$ cat src/rtl/rst_ctrl_pkg.sv
// rst_ctrl_pkg: shared FSM state encoding and reset-cause bit positions.
package rst_ctrl_pkg;
  typedef enum logic [1:0] {
    HOLD    = 2'd0,
    STRETCH = 2'd1,
    RUN     = 2'd2
  } state_e;
  localparam int CAUSE_POR  = 0;
  localparam int CAUSE_EXT  = 1;
  localparam int CAUSE_SW   = 2;
  localparam int CAUSE_WDOG = 3;
endpackage

$ cat src/rtl/rst_sync2.sv
// rst_sync2: two-flop synchronizer for an asynchronous active-low reset pin, clears to 0.
module rst_sync2 (
  input  logic clk_i,
  input  logic rst_ni,
  input  logic d_i,
  output logic q_o
);
  logic [1:0] r_sync;
  always_ff @(posedge clk_i or negedge rst_ni)
    if (!rst_ni) r_sync <= '0;
    else r_sync <= {r_sync[0], d_i};
  assign q_o = r_sync[1];
endmodule

$ cat src/rtl/rst_ctrl.sv
// rst_ctrl: merges POR, external, software and watchdog resets into one stretched
// active-low system reset and records a sticky reset cause.
module rst_ctrl
  import rst_ctrl_pkg::*;
#(
  parameter int STRETCH_CYCLES = 16,
  parameter int CNT_W          = $clog2(STRETCH_CYCLES)
) (
  input  logic       clk_i,
  input  logic       rst_ni,
  input  logic       test_mode_i,
  input  logic       ext_rst_ni,
  input  logic       sw_rst_req_i,
  input  logic       wdog_bite_i,
  input  logic       cause_clr_i,
  output logic       rst_no,
  output logic       busy_o,
  output logic [3:0] cause_o
);
  state_e           r_state, w_state_nxt;
  logic [CNT_W-1:0] r_cnt, w_cnt_nxt;
  logic [3:0]       r_cause, w_set;
  logic             w_ext_sync, w_ext_active, w_level, w_last, w_clr;

  rst_sync2 u_ext_sync (
    .clk_i  (clk_i),
    .rst_ni (rst_ni),
    .d_i    (ext_rst_ni),
    .q_o    (w_ext_sync)
  );

  assign w_ext_active = ~w_ext_sync;
  assign w_level      = w_ext_active | wdog_bite_i;
  assign w_last       = r_cnt == CNT_W'(STRETCH_CYCLES - 1);
  assign w_clr        = cause_clr_i & (r_state == RUN);

  always_comb begin
    w_set             = '0;
    w_set[CAUSE_EXT]  = w_ext_active;
    w_set[CAUSE_SW]   = sw_rst_req_i;
    w_set[CAUSE_WDOG] = wdog_bite_i;
  end

  always_ff @(posedge clk_i or negedge rst_ni)
    if (!rst_ni) begin
      r_state            <= HOLD;
      r_cnt              <= '0;
      r_cause            <= '0;
      r_cause[CAUSE_POR] <= 1'b1;
    end else begin
      r_state <= w_state_nxt;
      r_cnt   <= w_cnt_nxt;
      r_cause <= (w_clr ? '0 : r_cause) | w_set;
    end

  // Level sources dominate; a sw request restarts the stretch from zero.
  always_comb begin
    w_state_nxt = r_state;
    w_cnt_nxt   = '0;
    case (r_state)
      HOLD:    w_state_nxt = w_level ? HOLD : STRETCH;
      STRETCH: begin
        w_state_nxt = w_level ? HOLD : (!sw_rst_req_i && w_last) ? RUN : STRETCH;
        w_cnt_nxt   = (w_level || sw_rst_req_i || w_last) ? '0 : r_cnt + CNT_W'(1);
      end
      RUN:     w_state_nxt = w_level ? HOLD : sw_rst_req_i ? STRETCH : RUN;
      default: w_state_nxt = HOLD;
    endcase
  end

  always_comb begin
    rst_no = test_mode_i ? rst_ni : (r_state == RUN);
    busy_o = r_state != RUN;
  end

  assign cause_o = r_cause;
endmodule

$ cat config.mk
export PLATFORM = sky130hd
export DESIGN_NAME = rst_ctrl
export DESIGN_NICKNAME = d
export VERILOG_FILES = /design/src/rtl/rst_ctrl_pkg.sv /design/src/rtl/rst_sync2.sv /design/src/rtl/rst_ctrl.sv
export SDC_FILE = /design/constraint.sdc
export NUM_CORES = 1
export LEC_CHECK = 0
export CORE_MARGIN = 1.5
export CORE_UTILIZATION = 30
export CTS_BUF_LIST = sky130_fd_sc_hd__clkbuf_4 sky130_fd_sc_hd__clkbuf_8 sky130_fd_sc_hd__clkbuf_16
export CTS_CLUSTER_SIZE = 28
export DETAILED_ROUTE_END_ITERATION = 12
export MAX_ROUTING_LAYER = met4
export SLEW_MARGIN = 5
export SYNTH_ARGS = -nofsm -noshare
export SYNTH_HDL_FRONTEND = slang
export SYNTH_SLANG_ARGS = --single-unit
$ cat constraint.sdc
create_clock -name clk_i -period 1.35 [get_ports clk_i]
set_input_delay 0.27 -clock clk_i [delete_from_list [all_inputs] [get_ports clk_i]]
set_output_delay 0.27 -clock clk_i [all_outputs]
set_load 0.02 [all_outputs]
# Word level (Yosys, flattened, before mapping)
# Index checks and enable logic that the tools add are counted.
# Widths: inputs -> output; s select.
# word_totals
reg_bits	12
output_inout_bits	6
word_cells	28
# classes
add_sub_neg	1
n_eq_ne	4
mux	10
bitwise_logic	4
reduce_logical	5
# ops
op	n
$mux 4	3
$mux 2	4
$pmux 2 s3	1
$add 4x1->4 const B	1
$eq 4x4->1 const B	1
$or 4x4->4	1
$eq 2x1->1 const B	1
$eq 2x2->1 const B	1
$logic_not 2->1	1
$logic_or 1x1->1	2
$mux 1	2
$ne 2x2->1 const B	1
$and 1x1->1	1
$logic_and 1x1->1	1
$logic_not 1->1	1
$not 1->1	1
$or 1x1->1	1

# Longest topological paths before layout
# Gate-level depths: netlist of run 1.
# depth
depth_word	6
depth_mapped	4
mapped_depth_nobuf	4

# Modules after synthesis
# From an unflattened synthesis of run 1, not the netlist that was laid out.
# hier_totals
cells_unflattened	39
area_unflattened_um2	485.5
# by_module_without_submodules
module	n_inst	cells_per_inst	area_per_inst_um2	seq_area_each_um2
rst_ctrl	1	37	435.4	251.5
rst_sync2	1	2	50.0	50.0

# Worst setup path before layout of run 1
# OpenSTA, ideal clock, no wires.
# synth_path
kind	reg-to-output
start	register r_state[0]
end	output port rst_no
arrival_time_ns	1.017
required_ns	1.080
path_slack_ns	0.063
stages_incl_launch_ff	3
cell_sequence	dfrtp_1 -> nand2b_1 -> o21ai_1
# synth_via
elab_chain_cells	2
# synth_rtl
element	line_no	source
start, declared	rst_ctrl.sv:20	state_e r_state, w_state_nxt;
start signal, assigned	rst_ctrl.sv:51	r_state <= w_state_nxt;
$eq 2x2->1	rst_ctrl.sv:72	rst_no = test_mode_i ? rst_ni : (r_state == RUN);
$mux 1	rst_ctrl.sv:72	
end, declared	rst_ctrl.sv:16	output logic rst_no,
# Every way passes these cells.

# Worst setup path in the final report of run 1
# Ends and elaborated chain as after synthesis.

==> metrics.md, run 1 <==
| Metric | Value |
|---|---|
| Initial antenna violation count | `0` |
| Synth Cell Area | `478 um^2` |
| Post-synth top area cell | `dfrtp_1` |
| # DRC | `0` |
| R2R setup slack | `0.19 ns` |
| HP Class | `input pin to async pin` |
| Setup crit end kind | `output pin` |
| First-pass DRT Iterations | `4` |
| Fmax | `755 MHz` |
| Setup TNS | `0 ns` |
| Final instance area | `697 um^2` |
| # diodes | `0` |
| Placed cell area | `656 um^2` |
| Boundary pin count | `13` |
| Startpoint types | `flip-flop` |
| Area contributors post-synth | `dfrtp_1, dfstp_2, nand2_1, xor2_1, nand3_1` |
| Clk_lat worst skew | `0.27 ns` |
| Die X | `42.9 um` |
| Die Y | `42.9 um` |
| Headroom to the max-slew limit | `86.4%` |
| DRT iter0 DRCs | `2` |
| Post-Syn Instances | `41` |
| Slew Viols, Final | `0` |
| Slowest cell on crit path | `dfrtp_1` |
| Die area | `1840 um^2` |
| Avg WL per Cell | `11.0 um` |
| Register clock-pin slew on the reported worst setup and hold paths | `0.08 ns` |
| Sequential area share after synthesis | `63.1%` |
| Layout area overhead | `45.8%` |
| Crit-path cells | `nand2b_4, o21ai_1, buf_4` |
| Synth Warn # | `0` |
| CTS tree | `built` |
| Synthesized flop and latch total | `12` |
| Hold Slack | `0.326 ns` |
| CTS H-tree lvls | `1` |
| Worst Clk Skew | `0.00139 ns` |
| Routed vias | `354` |
| Slew @ Worst Pin | `0.201 ns` |
| Number of port buffers | `12` |
| Total gr overflow | `0` |
| Pin count of the biggest net entering global routing | `13` |
| Final hold vios | `0` |
| Final net count | `72` |
| Post-Route WL | `871 um` |
| Core Util, Final | `46.3%` |
| Power Total | `0.000702 W` |
| Routability cong. | `0.728` |
| Max-cap viol count | `0` |
| Critical setup path kind | `flip-flop to output pin` |
| CTS max path bufs | `2` |
| Arrival time at the worst endpoint | `1.05 ns` |
| CP peak stage delay | `0.38 ns` |
| Number of global-route vias before repair | `384` |
| Share of cells above drive strength 1 | `27.0%` |
| Core Area | `1510 um^2` |
| RSZ-0062 raised after global routing | `yes` |
| Clock Sinks | `12` |
| Post-DP HPWL | `605 um` |
| Tcrit/Tclk final | `98.1%` |
| Root Buffer | `clkbuf_4` |
| Initial core utilization | `31.7%` |
| Endpoints failing setup | `0` |
| Status | `finished clean` |
| Syn Nets | `49` |
| FF-to-FF path depth | `4` |
| Critical path required time | `1.08 ns` |
| Reg2Reg Launch Point | `r_state[0]` |
| Power per cell area | `1010 nW/um^2` |
| Gr usage total | `11.9%` |
| Post-synthesis area per instance | `11.7 um^2` |
| Vias per cell | `4.48` |
| First-pass GRT wire length | `1540 um` |
| VDD IR-drop max | `570 uV` |
| Leakage power total | `0.325 nW` |
| Max Fanout on Critical Path | `2` |
| Reg-to-reg endpoint | `cause_o[3]` |
| Std cell rows | `14` |
| Antenna Nets Post-Route | `0` |
| Top-area cell type share of the netlist area | `57.6%` |
| Synth unique cells | `20` |
| Cts bufs inserted | `3` |
| Final min period | `1.32 ns` |
-- layout make-up --
class	count	area [um^2]
inverter	2	7.51
clock buffer	4	36.3
fill	149	810
timing repair buffer	18	155
multi-input combinational	27	176
tap	16	20.0
sequential	12	302
-- synth_stat cells --
cell type,instances
a21boi_1,1
a21o_1,1
and2_1,1
and3_1,1
dfrtp_1,11
dfstp_2,1
ha_1,1
inv_1,1
inv_2,1
nand2_1,5
nand2b_1,2
nand3_1,3
nand3b_1,1
nor2_1,3
nor2b_1,1
nor3b_1,1
nor3b_2,1
nor4bb_1,1
o21ai_1,2
xor2_1,2
-- report_power, final --
part | total (W) | internal [W] | switching (W)
sequential | 0.000367 | 0.000364 | 0.00000239
combinational | 0.0000519 | 0.0000312 | 0.0000207
clock | 0.000284 | 0.000164 | 0.000120
-- state kept, by name, summed over array words and instances, names as in the netlist --
name / count
cause_o: 4
r_state: 2
u_ext_sync.r_sync: 2
r_cnt: 4
-- cells by family (layout without fill, tap and decap cells) --
| logic type | after synthesis | in the layout | synth area share, % |
|---|---|---|---|
| xor gates and xnor gates | 2 | 2 | 3.67 |
| DFF | 12 | 12 | 63.1 |
| and+or+nand+nor | 20 | 20 | 23.8 |
| adders and majority gates | 1 | 1 | 2.62 |
| buffers and inverters | 2 | 24 | 1.57 |
| AOI/OAI and AO/OA | 4 | 4 | 5.24 |
-- routing by layer --
metal / GRT usage, % / share of wire [%] / vias to the layer above
met5: - / 0 / -
met4: 11.3 / 2.2 / 0
met3: 2.55 / 8.0 / 2
met2: 15.2 / 41 / 13
met1: 15.2 / 48 / 160
li1: - / - / 179
-- critical path, delay by kind of cell, from the launching register on --
kind	cells	cell delay (ns)
DFF	1	0.38
buffers and inverters	1	0.15
and+or+nand+nor	1	0.14
AOI/OAI and AO/OA	1	0.11
-- worst max path at each step --
stage / from / end / slack [ns] / cells past startpoint
after floorplan: r_state[0] / rst_no / 0.06 / 2
after global placement: rst_ni / rst_no / -0.39 / 4
after detailed placement: test_mode_i / rst_no / -0.40 / 4
after CTS: r_state[0] / rst_no / 0.008 / 3
after global routing: r_state[0] / rst_no / -0.01 / 3
final: r_state[0] / rst_no / 0.03 / 3
-- placed cells by master (no fill, tap or decap) --
| cell type | synthesis | final |
|---|---|---|
| nand2_1 | 5 | 5 |
| nor3b_1 | 1 | 1 |
| buf_6 | 0 | 1 |
| clkbuf_4 | 0 | 3 |
| ha_1 | 1 | 1 |
| buf_2 | 0 | 1 |
| dfrtp_1 | 11 | 11 |
| nand3b_1 | 1 | 1 |
| nor2b_1 | 1 | 1 |
| clkdlybuf4s50_1 | 0 | 6 |
| o21ai_1 | 2 | 2 |
| clkbuf_8 | 0 | 1 |
| and3_1 | 1 | 1 |
| nand3_1 | 3 | 3 |
| xor2_1 | 2 | 2 |
| dlygate4sd2_1 | 0 | 3 |
| inv_1 | 1 | 1 |
| a21o_1 | 1 | 1 |
| nor4bb_1 | 1 | 1 |
| buf_4 | 0 | 7 |
| dfstp_2 | 1 | 1 |
| and2_1 | 1 | 1 |
| inv_2 | 1 | 1 |
| nor2_1 | 3 | 3 |
| nand2b_1 | 2 | 1 |
| nand2b_4 | 0 | 1 |
| nor3b_2 | 1 | 1 |
| a21boi_1 | 1 | 1 |
-- timing repair --
item | in CTS | in global routing
pin swaps | 0 | 0
endpoints found under the setup margin | 6 | 3
gates resized for setup | 18 | 1
hold buffers | 0 | 0
setup buffers | 0 | 1
-- stage by stage --
stage                     std cells  setup WS (ns)
after floorplan                  41         0.0632
after global placement           74         -0.388
after detailed placement         74         -0.396
after CTS                        78        0.00832
after global routing             79        -0.0110
final                            79         0.0251
Power figures use the tool's default switching activity.
==> run 2: changes to the inputs <==
--- a/config.mk
+++ b/config.mk
@@ -11,6 +11,7 @@
 export CTS_CLUSTER_SIZE = 28
 export DETAILED_ROUTE_END_ITERATION = 12
 export MAX_ROUTING_LAYER = met4
+export PLACE_DENSITY = 0.66
 export SLEW_MARGIN = 5
 export SYNTH_ARGS = -nofsm -noshare
 export SYNTH_HDL_FRONTEND = slang
==> run 2 against run 1 <==
Clock skew is 0.0060 ns higher; utilization up 0.50 points; first-iteration DRC count shrank 50%; die area did not move; critical path depth stayed put; register-to-register slack got worse by 0.03 ns; cell area grew 1.1%; clock-buffer cell count unchanged; setup slack improved by 0.0058 ns; final cell count did not move; hold slack improved by 0.0011 ns; critical path type unchanged; critical endpoint is now busy_o.
==> metrics.md, run 2 (synthesis results as in run 1) <==
| Metric | Value |
|---|---|
| Post-Route WL | `818 um` |
| Core Util, Final | `46.8%` |
| Clock Sinks | `12` |
| Arrival time at the worst endpoint | `1.05 ns` |
| Fmax | `758 MHz` |
| Avg WL per Cell | `10.4 um` |
| Slew @ Worst Pin | `0.255 ns` |
| VDD IR-drop max | `515 uV` |
| HP Class | `input pin to async pin` |
| Status | `finished clean` |
| DRT iter0 DRCs | `1` |
| Post-DP HPWL | `631 um` |
| CTS H-tree lvls | `1` |
| RSZ-0062 raised after global routing | `yes` |
| Fillers | `144` |
| Most common cell after layout, fill and taps aside | `dfrtp_1` |
| CTS tree | `built` |
| Std cell rows | `14` |
| Initial antenna violation count | `0` |
| Die X | `42.9 um` |
| Number of global-route vias before repair | `310` |
| Die area | `1840 um^2` |
| Root Buffer | `clkbuf_4` |
| Placed Cells | `74` |
| Critical setup path kind | `flip-flop to output pin` |
| Routed vias | `352` |
| Antenna Nets Post-Route | `0` |
| Max Fanout on Critical Path | `2` |
| Crit-path cells | `nand2b_4, buf_4, buf_6` |
| First-pass GRT wire length | `1380 um` |
| Gr usage total | `11.1%` |
| Vias per cell | `4.46` |
| Pin count of the biggest net entering global routing | `13` |
| Layout area overhead | `47.4%` |
| Total gr overflow | `0` |
| Final net count | `72` |
| First-pass DRT Iterations | `4` |
| Worst Clk Skew | `0.00738 ns` |
| Critical path required time | `1.08 ns` |
| Most frequent cells in the layout | `dfrtp_1, clkdlybuf4s50_1, buf_4` |
| Headroom to the max-slew limit | `82.8%` |
| # hold bufs at CTS | `0` |
| Routability cong. | `0.753` |
| Fin cells | `79` |
| Tcrit/Tclk final | `97.7%` |
| Slowest cell on crit path | `dfrtp_1` |
| Clk_lat worst skew | `0.27 ns` |
| Die Y | `42.9 um` |
| Slew Viols, Final | `0` |
| CTS max path bufs | `2` |
| Number of port buffers | `12` |
| Register clock-pin slew on the reported worst setup and hold paths | `0.08 ns` |
| Leakage power total | `0.327 nW` |
| Startpoint types | `flip-flop` |
| Core Area | `1510 um^2` |
| Final hold vios | `0` |
| Max-cap viol count | `0` |
| Final min period | `1.32 ns` |
| # diodes | `0` |
| Endpoints failing setup | `0` |
| Share of cells above drive strength 1 | `28.6%` |
| Power per cell area | `991 nW/um^2` |
| Cts bufs inserted | `3` |
| Initial core utilization | `31.7%` |
| CP peak stage delay | `0.38 ns` |
| Boundary pin count | `13` |
| Setup crit end kind | `output pin` |
| # DRC | `0` |
## run 2: cell count changes in the layout (fill, tap and decap cells not counted)
| cell | change |
|---|---|
| buf_4 | -1 |
| buf_6 | +1 |
| o21ai_1 | -1 |
| o21ai_2 | +1 |
## run 2: final cells by class
type	count	area, um^2	share of cell area [%]
sequential	12	302	42.8
multi-input combinational	27	180	25.6
timing repair buffer	18	159	22.6
clock buffer	4	36.3	5.15
tap	16	20.0	2.84
inverter	2	7.51	1.07
## run 2: through the flow
| step | cell area, um^2 | total power, W | hold WS (ns) | setup slack, ns | TNS [ns] |
|---|---|---|---|---|---|
| final | 704 | 0.000698 | 0.327 | 0.0309 | 0 |
| after global routing | 704 | 0.000730 | 0.335 | -0.0132 | -0.0233 |
| after CTS | 701 | 0.000711 | 0.330 | 0.00455 | 0 |
| after detailed placement | 656 | 0.000425 | 0.342 | -0.400 | -0.573 |
| after global placement | 656 | 0.000424 | 0.335 | -0.396 | -0.504 |
| after floorplan | 478 | 0.000385 | -0.0256 | 0.0632 | 0 |
## run 2: worst paths after layout
kind                                       from                   end  slack (ns)  cells after the start
setup / recovery                     r_state[0]                busy_o        0.03                      3
hold / removal                           rst_ni            cause_o[2]        0.33                      2
setup reg to reg                     r_state[0]            cause_o[3]        0.16                      4
hold reg to reg            u_ext_sync.r_sync[0]  u_ext_sync.r_sync[1]        0.35                      0
max in group asynchronous                rst_ni            cause_o[0]        0.80                      2
min in group clk_i         u_ext_sync.r_sync[0]  u_ext_sync.r_sync[1]        0.35                      0
## run 2: layer usage
| metal | vias to the layer above | GRT usage, % | share of wire, % |
|---|---|---|---|
| li1 | 183 | - | - |
| met1 | 160 | 13.5 | 46 |
| met2 | 7 | 14.5 | 48 |
| met3 | 2 | 6.38 | 5.1 |
| met4 | 0 | 5.63 | 1.1 |
| met5 | - | - | 0 |
## run 2: repair_timing
| item | CTS | global route |
|---|---|---|
| setup endpoints to repair | 6 | 3 |
| gates resized for setup | 17 | 4 |
| setup buffers | 1 | 0 |
| cloned | 0 | 0 |
## run 2: power by group
group / leakage, nW / internal, W / switching [W]
Sequential: 0.143 / 0.000364 / 0.00000227
Clock: 0.0210 / 0.000164 / 0.000113
Combinational: 0.164 / 0.0000325 / 0.0000221
## run 2: critical path, delay by kind of cell, from the launching register on
kind,cells,cell delay [ns]
flip-flops,1,0.38
buffers and inverters,2,0.25
AND/OR/NAND/NOR,1,0.14
==> run 3: changes to the inputs <==
--- a/config.mk
+++ b/config.mk
@@ -5,6 +5,7 @@
 export SDC_FILE = /design/constraint.sdc
 export NUM_CORES = 1
 export LEC_CHECK = 0
+export CAP_MARGIN = 5
 export CORE_MARGIN = 1.5
 export CORE_UTILIZATION = 30
 export CTS_BUF_LIST = sky130_fd_sc_hd__clkbuf_4 sky130_fd_sc_hd__clkbuf_8 sky130_fd_sc_hd__clkbuf_16
==> results of run 3 <==
No change in the layout: final DEF, timing and power equal those of run 2.
